===== src/rtl/sudoku_board_reader.sv =====
// Streams the solved 81-cell board out of the solver cell memory in row-major order,
// and checks rows, columns, boxes and value range while the cells go past.
module sudoku_board_reader #(
  parameter int CELLS  = 81,
  parameter int ADDR_W = 7,
  parameter int DATA_W = 4
) (
  input  logic              clk,
  input  logic              rst,
  input  logic              i_start,
  output logic [ADDR_W-1:0] o_rd_addr,
  output logic              o_rd_en,
  input  logic [DATA_W-1:0] i_rd_data,
  output logic              o_cell_valid,
  input  logic              i_cell_ready,
  output logic [DATA_W-1:0] o_cell_data,
  output logic [3:0]        o_cell_row,
  output logic [3:0]        o_cell_col,
  output logic              o_cell_last,
  output logic              o_busy,
  output logic              o_done,
  output logic              o_check_ok,
  output logic              o_err_zero
);

  // Output beat handshake: a beat moves when o_cell_valid and i_cell_ready are both
  // high at a rising edge; while valid is high and ready low the beat holds unchanged.
  typedef enum logic [1:0] {IDLE, LOAD, STREAM, DONE} state_t;

  localparam logic [ADDR_W-1:0] LAST_ADDR = ADDR_W'(CELLS - 1);

  state_t            state, state_nx;
  logic [ADDR_W-1:0] rd_ptr;
  logic [3:0]        frow, fcol;
  logic [80:0]       row_mask, col_mask, box_mask;
  logic              err_any;
  logic              xfer, fetch;
  logic [DATA_W-1:0] vm1;
  logic [3:0]        brow, bcol, box;
  logic [6:0]        ri, ci, bi;
  logic              v_zero, v_big, dup;

  assign xfer  = o_cell_valid & i_cell_ready;
  assign fetch = (state == LOAD) || ((state == STREAM) && xfer && (rd_ptr <= LAST_ADDR));

  assign o_rd_en   = fetch;
  assign o_busy    = (state == LOAD) || (state == STREAM);
  assign o_done    = (state == DONE);
  // rd_ptr parks at CELLS once the last cell is fetched; the address stays on the last cell.
  assign o_rd_addr = (rd_ptr > LAST_ADDR) ? LAST_ADDR : rd_ptr;

  // Checker indices: flat bit index = group*9 + (value-1).
  assign vm1    = i_rd_data - DATA_W'(1);
  assign brow   = (frow < 4'd3) ? 4'd0 : (frow < 4'd6) ? 4'd1 : 4'd2;
  assign bcol   = (fcol < 4'd3) ? 4'd0 : (fcol < 4'd6) ? 4'd1 : 4'd2;
  assign box    = brow * 4'd3 + bcol;
  assign ri     = 7'(frow) * 7'd9 + 7'(vm1);
  assign ci     = 7'(fcol) * 7'd9 + 7'(vm1);
  assign bi     = 7'(box) * 7'd9 + 7'(vm1);
  assign v_zero = (i_rd_data == '0);
  assign v_big  = (i_rd_data > DATA_W'(9));
  assign dup    = row_mask[ri] | col_mask[ci] | box_mask[bi];

  always_comb begin
    state_nx = state;
    case (state)
      IDLE:    if (i_start) state_nx = LOAD;
      LOAD:    state_nx = STREAM;
      STREAM:  if (xfer && o_cell_last) state_nx = DONE;
      DONE:    state_nx = IDLE;
      default: state_nx = IDLE;
    endcase
  end

  always_ff @(posedge clk or posedge rst) begin
    if (rst) begin
      state        <= IDLE;
      rd_ptr       <= '0;
      frow         <= '0;
      fcol         <= '0;
      row_mask     <= '0;
      col_mask     <= '0;
      box_mask     <= '0;
      err_any      <= 1'b0;
      o_err_zero   <= 1'b0;
      o_check_ok   <= 1'b0;
      o_cell_valid <= 1'b0;
      o_cell_data  <= '0;
      o_cell_row   <= '0;
      o_cell_col   <= '0;
      o_cell_last  <= 1'b0;
    end else begin
      state <= state_nx;
      if ((state == IDLE) && i_start) begin
        rd_ptr     <= '0;
        frow       <= '0;
        fcol       <= '0;
        row_mask   <= '0;
        col_mask   <= '0;
        box_mask   <= '0;
        err_any    <= 1'b0;
        o_err_zero <= 1'b0;
        o_check_ok <= 1'b0;
      end
      if (fetch) begin
        o_cell_data  <= i_rd_data;
        o_cell_row   <= frow;
        o_cell_col   <= fcol;
        o_cell_last  <= (rd_ptr == LAST_ADDR);
        o_cell_valid <= 1'b1;
        rd_ptr       <= rd_ptr + 1'b1;
        if (fcol == 4'd8) begin
          fcol <= '0;
          frow <= frow + 4'd1;
        end else begin
          fcol <= fcol + 4'd1;
        end
        if (v_zero) begin
          o_err_zero <= 1'b1;
          err_any    <= 1'b1;
        end else if (v_big) begin
          err_any <= 1'b1;
        end else begin
          if (dup) err_any <= 1'b1;
          row_mask[ri] <= 1'b1;
          col_mask[ci] <= 1'b1;
          box_mask[bi] <= 1'b1;
        end
      end else if ((state == STREAM) && xfer && o_cell_last) begin
        // The last fetch happened at an earlier edge, so err_any is final here.
        o_cell_valid <= 1'b0;
        o_check_ok   <= ~err_any;
      end
    end
  end

endmodule


===== config.mk =====
export PLATFORM = sky130hd
export DESIGN_NAME = sudoku_board_reader
export DESIGN_NICKNAME = d
export VERILOG_FILES = /design/src/rtl/sudoku_board_reader.sv
export SDC_FILE = /design/constraint.sdc
export NUM_CORES = 1
export LEC_CHECK = 0
export CAP_MARGIN = 20
export CORE_UTILIZATION = 50
export DETAILED_ROUTE_END_ITERATION = 10
export HOLD_SLACK_MARGIN = 0.08
export PLACE_DENSITY = 0.64
export SLEW_MARGIN = 20
export SYNTH_ARGS = -nofsm -noshare
export SYNTH_HDL_FRONTEND = slang
export SYNTH_SLANG_ARGS = --single-unit

===== constraint.sdc =====
create_clock -name clk -period 17.65 [get_ports clk]
set_clock_uncertainty 0.05 [all_clocks]
set_input_delay 3.53 -clock clk [delete_from_list [all_inputs] [get_ports clk]]
set_output_delay 3.53 -clock clk [all_outputs]
set_load 0.01 [all_outputs]

# Yosys cells after proc, flatten, opt, wreduce, memory -nomap -nowiden

Cells that the tools add are included.
Widths: inputs -> output; s select.

Flip-flop bits (word level): 277
Input port bits: 8
Output and inout bits: 26

$add $sub $neg: 8
$mul: 4
$lt $le $gt $ge: 13
Equal/unequal tests: 7
Mux-type cells: 53
Bitwise gates (word level): 7
Reduce and logical (&&, ||, !) cells: 15

Operator list:

| operator            | count |
|---|---|
| $mux 81             | 12 |
| $or 81x81->81       | 3 |
| $lt 7x8->1 const B  | 3 |
| $mux 4              | 6 |
| $add 7x4->7         | 3 |
| $bmux 1 s7          | 3 |
| $demux 1 s7         | 3 |
| $ge 7x1->1 const B  | 3 |
| $mul 4x4->7 const B | 3 |
| $mux 7              | 3 |
| $mux 1              | 19 |
| $mux 2              | 6 |
| $add 4x1->4 const B | 2 |
| $logic_and 1x1->1   | 8 |
| $lt 4x2->1 const B  | 2 |
| $lt 4x3->1 const B  | 2 |
| $pmux 2 s4          | 1 |
| $add 7x1->7 const B | 1 |
| $eq 7x7->1 const B  | 1 |
| $gt 7x7->1 const B  | 1 |
| $le 7x7->1 const B  | 1 |
| $add 4x2->4         | 1 |
| $eq 2x2->1 const B  | 2 |
| $eq 4x4->1 const B  | 1 |
| other kinds (14)    | 17 |

# Depth between registers and ports, before layout

Gate-level depths: netlist (run 1).

Depth in word-level cells: 15
Gate-level depth with buffers: 20
Depth with buffers taken out: 18

# Worst setup path after synthesis (run 1)

OpenSTA, ideal clock, no wires.

Path kind: input -> output
Start: input i_cell_ready
End: output o_rd_en
Arrival: 4,205 ps
Slack: 9,865 ps
Stages: 4
Cell sequence: nand3_1 > o21ba_2 > inv_2 > clkbuf_1

Cells in the longest elaborated chain, start to end: 4

Ends and longest elaborated chain:

| what                            | line | RTL |
|---|---|---|
| from (decl)                     | 15   | `input logic i_cell_ready,` |
| $and 1x1->1                     | 43   | `assign xfer = o_cell_valid & i_cell_ready;` |
| $logic_and 1x1->1 (2 in series) | 44   | `assign fetch = (state == LOAD) \|\| ((state == STREAM) && xfer && (rd_ptr <= LAST_ADDR));` |
| $logic_or 1x1->1                | 44   |  |
| to (decl)                       | 12   | `output logic o_rd_en,` |

No other way between the ends.

# Worst setup path after layout (run 1)

Same ends and word-level chain as after synthesis.

==> parameters.txt, run 1 <==
Parameter                              Value

Outcome
  Result of the run    finished clean

Final layout
  Proportion of layout cells with a drive suffix above 1    14.0%
  # fillers    2350
  Area Overhead vs Synth    11.2%
  Count of placed standard cells in the final layout, fillers left out    1571
  Net count, final    1234
  Util after Layout    56.6%
  Antenna diode instance count    0

Placement
  Total of buffers placed on input and output ports    33
  Final weighted congestion in routability-driven placement    0.788
  Number of placed instances with taps included    1520
  Detailed placer's ending HPWL    19.5 mm
  Pre-CTS setup slack    8.51 ns

Synthesis
  Cell types occupying the most area after synthesis    dfrtp_1 49%, a22o_1 13%, mux4_2 9.6%, ha_1 4.2%, nand2_1 2.8%
  Syn Nets    1232
  Cell type with the largest total area after synthesis    dfrtp_1
  Share of synthesized area occupied by flip-flops and latches    49.0%
  Total standard cell area after synthesis    14100 µm²
  FFs w/ async S/R, synth    100%
  Number of warnings printed during yosys synthesis    0
  Synth Instances    1172
  Number of enable flip-flop cells after synthesis    0
  Syn avg cell area    12.1 µm²
  Portion of synthesized cell area occupied by the leading cell type    49.0%
  Synthesized flop and latch total    277
  Primary FF master, synth    dfrtp_1
  Netlist cell types    75

Die
  Area enclosed by the die boundary    29000 µm²
  Core box area    27800 µm²
  Die width    170 µm
  Number of top-level pins    34
  Die Ht    170 µm
  Number of core rows    61
  Starting Density    50.9%

Routing
  Detailed-route vias per instance    6.25
  Remaining number of nets flagged by the antenna check after routing    0
  DR DRC count    0
  Average wire length per cell after detail routing    20.7 µm
  Drt first-iter violations    812
  Router iterations before antenna repair    5
  Total length of routed wires    32.5 mm
  DR vias    9811

Worst setup path
  Crit path max fanout    32
  Most common cell type on the critical path    clkdlybuf4s50_1
  Type of the worst setup path    input pin to output pin
  Worst path slowest cell    clkdlybuf4s50_1
  Nature of the critical path endpoint    output pin
  Startpoint kind of the worst setup timing path    input pin
  WP data required    14.07 ns
  Arrival time of data at the critical path endpoint    5.54 ns
  Cells traversed along the worst timing path    clkdlybuf4s50_1 -> nand3_1 -> o21ba_2 -> inv_2 -> clkdlybuf4s50_1
  Slowest cell delay on critical path    0.62 ns

Timing
  Share of the clock period used by the worst path after layout    51.7%
  Hold Vio Cnt, Final    0
  Worst slew margin relative to its limit    30.9%
  Unrepaired setup endpoints after global routing    no
  Total Negative Setup Slacks    0 ns
  Pin slew with the least headroom to its limit    1.04 ns
  Number of max-slew violations in the final report    0
  Fin crit period    9.12 ns
  Final-layout worst hold slack    0.415 ns
  Final setup violation count    0
  Peak Freq    110 MHz
  Min setup slack post-route    8.53 ns

Power
  Worst supply voltage drop on vdd    95.4 µV
  Power density over cell area    147 nW/µm²
  Cell leakage power    7.11 nW

GRT
  GRT Overall Usage    23.5%
  Global-route wire length before repair    53.8 mm
  Antenna violations before repair    0
  Largest net degree at the start of global routing    141
  Overflow left after global routing    0
  Number of global-route vias before repair    9826

Clock tree
  CTS root buf    clkbuf_16
  Clock tree sinks    277
  Worst skew pair latency    0.56 ns
  H-tree lvl count    1
  # resized after CTS    0
  Clock buffers created by TritonCTS    30
  Clock-pin slew on the worst setup and hold paths    0.06 ns
  Post-CTS repair timing setup buffer count    0
  Clock tree from TritonCTS    built
  Hold-fix buffers at CTS    0
  Maximum root-to-sink buffer count    3

Hold path
  Min-delay worst type    register to register

Run
  Max-cap violation count    0
## path summary, 6_finish.rpt
| path | start | endpoint | slack, ns | depth (start not counted) |
|---|---|---|---|---|
| min reg2reg | o_cell_row[0] | o_cell_row[0] | 0.41 | 2 |
| min | o_cell_row[0] | o_cell_row[0] | 0.41 | 2 |
| max in group asynchronous | rst | box_mask[71] | 11.98 | 4 |
| max | i_cell_ready | o_rd_en | 8.53 | 5 |
| max reg2reg | frow[3] | err_any | 12.00 | 18 |
| min in group asynchronous | rst | rd_ptr[4] | 3.54 | 2 |
## registers in the layout, summed over array words and instances (netlist names)
| register | cells |
|---|---|
| col_mask | 81 |
| o_cell_row | 4 |
| o_cell_data | 4 |
| fcol | 4 |
| o_cell_valid | 1 |
| o_cell_last | 1 |
| o_check_ok | 1 |
| frow | 4 |
| err_any | 1 |
| row_mask | 81 |
| rd_ptr | 7 |
| box_mask | 81 |
| o_cell_col | 4 |
| o_err_zero | 1 |
| state | 2 |
## worst max-delay path, delay by kind of cell
| kind | cells | cell delay, ns |
|---|---|---|
| AOI/OAI and AO/OA | 1 | 0.40 |
| buffers and inverters | 3 | 1.53 |
| and+or+nand+nor | 1 | 0.07 |
## cells in the final DEF (no fill, tap or decap), types with 15 or more instances in the layout
cell type        count
clkbuf_16           30
o21ai_0             72
nand2_1            106
nand3_1             15
mux2i_1             20
dfrtp_1            277
inv_1               31
a22o_1             204
clkdlybuf4s50_1     33
nor2_1              48
ha_1                46
a21oi_1             21
mux4_2              60
## cell usage after synthesis (13+ instances only)
cell type	n
dfrtp_1	277
a22o_1	204
nand2_1	107
o21ai_0	72
mux4_2	60
nor2_1	48
ha_1	47
clkbuf_1	43
inv_1	32
buf_2	26
a21oi_1	21
mux2i_1	20
nand3_1	15
xnor2_1	13
## cell type report
cell class | instances | area [µm²] | area share [%]
clock inverter | 6 | 97.6 | 0.621
inverter | 33 | 131 | 0.836
timing repair buffer | 47 | 443 | 2.82
tap | 378 | 473 | 3.01
sequential | 277 | 6930 | 44.1
clock buffer | 45 | 887 | 5.64
multi-input combinational | 785 | 6760 | 43.0
## logic make-up after synthesis
family                     synth area share (%)
AOI/OAI and AO/OA                          20.1
DFF                                        49.0
and+or+nand+nor                            10.4
buffers and inverters                      3.34
muxes                                      11.1
adders and majority gates                  4.87
xor gates and xnor gates                   1.18
## through the flow
stage | area [µm²] | power, W
6_report | 15700 | 0.00231
5_1_grt | 15700 | 0.00245
4_1_cts | 15700 | 0.00232
3_5_place_dp | 14700 | 0.00169
3_3_place_gp | 14700 | 0.00168
2_1_floorplan | 14100 | 0.00146
## report_power, final
part / switching (W) / total [W] / leakage, nW / internal (W)
Sequential: 0.0000610 / 0.000791 / 3.83 / 0.000730
Clock: 0.000254 / 0.000628 / 0.485 / 0.000374
Combinational: 0.000561 / 0.000893 / 2.79 / 0.000332
## layer usage
metal  wire [µm]  up-vias  global-route usage (%)
met1       15100     5059                    34.9
met4         681        0                    6.07
met3        1610       55                    3.33
li1            -     4440                       -
met2       15200      257                    36.2
met5           0        -                       0
No activity file was read; power rests on OpenSTA's default activity.
==> inputs of run 2 (changes only) <==
PLACE_DENSITY = 0.66   (was 0.64)
clock period = 7.5 ns   (was 17.65 ns; I/O delays follow)
==> parameters.txt, run 2 (synthesis results as in run 1) <==
Parameter                              Value

Worst setup path
  Start point of the critical path    frow[3]
  Arrival time of data at the critical path endpoint    6.27 ns (+0.73 ns)
  Crit path max fanout    15 (-53%)
  Type of the worst setup path    register to register
  Critical path depth    16 (+11)
  Worst reg2reg endpoint    err_any
  Endpoint of the worst setup timing path    err_any
  R2R Path Start    frow[3]
  Cell family contributing the most delay on the critical path    adder cells
  Worst path slowest cell    fa_1
  Number of cells on the worst reg-to-reg path    16 (-2)
  Startpoint kind of the worst setup timing path    register
  Crit path buffers/inverters    4 (+1)
  Slowest cell delay on critical path    1.19 ns (+0.57 ns)
  WP data required    7.85 ns (-6.22 ns)
  Cells traversed along the worst timing path    a21oi_1 -> inv_1 -> nor2_1 -> inv_1 -> fa_1 -> inv_1 -> ha_1 -> fa_1 -> ha_1 -> fa_1 -> buf_4 -> mux4_2 -> a211oi_1 -> a2111oi_1 -> a2111oi_2 -> a41oi_1
  Nature of the critical path endpoint    register
  Internal reg-to-reg setup slack    1.59 ns (-10.41 ns)

Final layout
  Count of placed standard cells in the final layout, fillers left out    1573 (+0.13%)
  Registers with the most flip-flops    box_mask: 81 flops, col_mask: 81 flops, row_mask: 81 flops
  Post-route standard cell area excluding fillers    15700 µm² (about the same)
  Area Overhead vs Synth    11.2% (about the same)
  Seq. cell area    6930 µm² (unchanged)
  Commonest cells after routing, fill and taps aside    277 x dfrtp_1, 204 x a22o_1, 106 x nand2_1
  Area taken by multi-input logic gates    6750 µm² (-0.13%)
  Most common cell after layout, fill and taps aside    dfrtp_1
  Net count, final    1232 (-0.16%)
  Proportion of layout cells with a drive suffix above 1    14.2% (+0.23 points)
  Antenna diode instance count    0 (unchanged)
  # fillers    2348 (-0.085%)

Clock tree
  CTS root buf    clkbuf_16
  Post-CTS repair timing setup buffer count    0 (unchanged)
  Hold-fix buffers at CTS    0 (unchanged)
  Clock buffers created by TritonCTS    29 (-3.3%)
  Clock tree sinks    277 (unchanged)
  # resized after CTS    0 (unchanged)
  Worst skew pair latency    0.55 ns (about the same)
  Clock tree from TritonCTS    built
  Clock-pin slew on the worst setup and hold paths    0.06 ns (about the same)
  H-tree lvl count    1 (unchanged)
  Maximum root-to-sink buffer count    3 (unchanged)

GRT
  Largest net degree at the start of global routing    164 (+16%)
  Number of global-route vias before repair    9651 (-1.8%)
  Global-route wire length before repair    54.5 mm (+1.3%)
  Antenna violations before repair    0 (unchanged)
  Overflow left after global routing    0 (unchanged)
  GRT Overall Usage    24.0% (+0.50 points)

Power
  Internal power consumption    0.00340 W (+140%)
  Switching power    0.00207 W (+140%)
  Relative contribution of the clock network to total power    27.3% (about the same)
  Power density over cell area    348 nW/µm² (+140%)
  Flop pwr share    34.1% (about the same)
  Fraction of power spent switching nets    37.9% (-0.040 points)
  Share of total power in combinational logic    38.5% (about the same)
  Worst supply voltage drop on vdd    202 µV (+110%)
  Cell leakage power    7.11 nW (about the same)
  Overall power consumption    0.00548 W (+140%)

Routing
  Remaining number of nets flagged by the antenna check after routing    0 (unchanged)
  Average wire length per cell after detail routing    21.2 µm (+2.5%)
  Router iterations before antenna repair    5 (unchanged)
  Drt first-iter violations    885 (+9.0%)
  DR DRC count    0 (unchanged)
  Detailed-route vias per instance    6.28 (+0.57%)
  Total length of routed wires    33.4 mm (+2.6%)
  DR vias    9879 (+0.69%)

Timing
  Unrepaired setup endpoints after global routing    no
  Peak Freq    169 MHz
  Worst slew margin relative to its limit    29.6% (-1.3 points)
  Share of the clock period used by the worst path after layout    78.9%
  Fin crit period    5.91 ns
  Total Negative Setup Slacks    0 ns (unchanged)
  Pin slew with the least headroom to its limit    1.06 ns (+0.0194 ns)
  Final setup violation count    0 (unchanged)
  Hold Vio Cnt, Final    0 (unchanged)
  Number of max-slew violations in the final report    0 (unchanged)

Placement
  Final weighted congestion in routability-driven placement    0.823 (+4.4%)
  Detailed placer's ending HPWL    20.5 mm (+5.2%)
  Number of placed instances with taps included    1519 (-0.066%)
  Total of buffers placed on input and output ports    33 (unchanged)
  Total placed instance area    14700 µm² (about the same)

Die
  Number of core rows    61 (unchanged)
  Die width    170 µm (unchanged)
  Number of top-level pins    34 (unchanged)
  Core box area    27800 µm² (unchanged)
  Starting Density    50.9% (unchanged)
  Area enclosed by the die boundary    29000 µm² (unchanged)
  Die Ht    170 µm (unchanged)

Outcome
  Result of the run    finished clean

Hold path
  Worst Hold Launch    o_cell_row[0]
  Min-delay worst type    register to register

Run
  Max-cap violation count    0 (unchanged)
[run 2: power by group through the flow]
stage	registers (W)	logic [W]	clock network [W]
4_1_cts	0.00187	0.00212	0.00152
6_report	0.00187	0.00211	0.00150
3_3_place_gp	0.00188	0.00209	0
3_5_place_dp	0.00189	0.00211	0
5_1_grt	0.00190	0.00230	0.00158
2_1_floorplan	0.00185	0.00158	0
[run 2: worst register-to-register path: cells and delay by family, from the launching register on]
family / cells / cell delay (ns)
buffers and inverters: 4 / 0.60
muxes: 1 / 0.53
adders and majority gates: 5 / 2.73
and+or+nand+nor: 1 / 0.16
DFF: 1 / 0.51
AOI/OAI and AO/OA: 5 / 1.18
[run 2: area by class of cell]
cell class / count / share of cell area [%]
Tap cell: 378 / 3.01
Clock buffer: 40 / 5.20
Timing Repair Buffer: 46 / 2.88
Clock inverter: 14 / 1.12
Multi-Input combinational cell: 785 / 42.9
Inverter: 33 / 0.812
Sequential cell: 277 / 44.1
[run 2: layer usage]
metal / part of all wire (%) / vias to the layer above / global-route usage [%] / wire [µm]
met1: 47 / 5120 / 35.5 / 15600
met3: 4.4 / 44 / 2.86 / 1480
met5: 0 / - / 0 / 0
met2: 47 / 272 / 38.1 / 15800
met4: 1.6 / 0 / 5.13 / 524
li1: - / 4443 / - / -
[run 2: worst min path at each step]
stage / cells past startpoint / to
floorplan: 2 / box_mask[21]
global placement: 2 / o_cell_row[3]
detailed placement: 2 / o_cell_row[0]
CTS: 2 / o_cell_row[0]
global route: 2 / o_cell_row[1]
finish: 2 / o_cell_row[0]
[run 2: stage by stage]
step                setup slack [ns]  utilization [%]  hold slack [ns]
finish                          1.59             56.6            0.413
CTS                             1.54             56.6            0.419
global placement                1.30             53.0            0.404
global route                    1.21             56.6            0.438
detailed placement              1.22             53.0            0.406
floorplan                       2.28                -            0.395
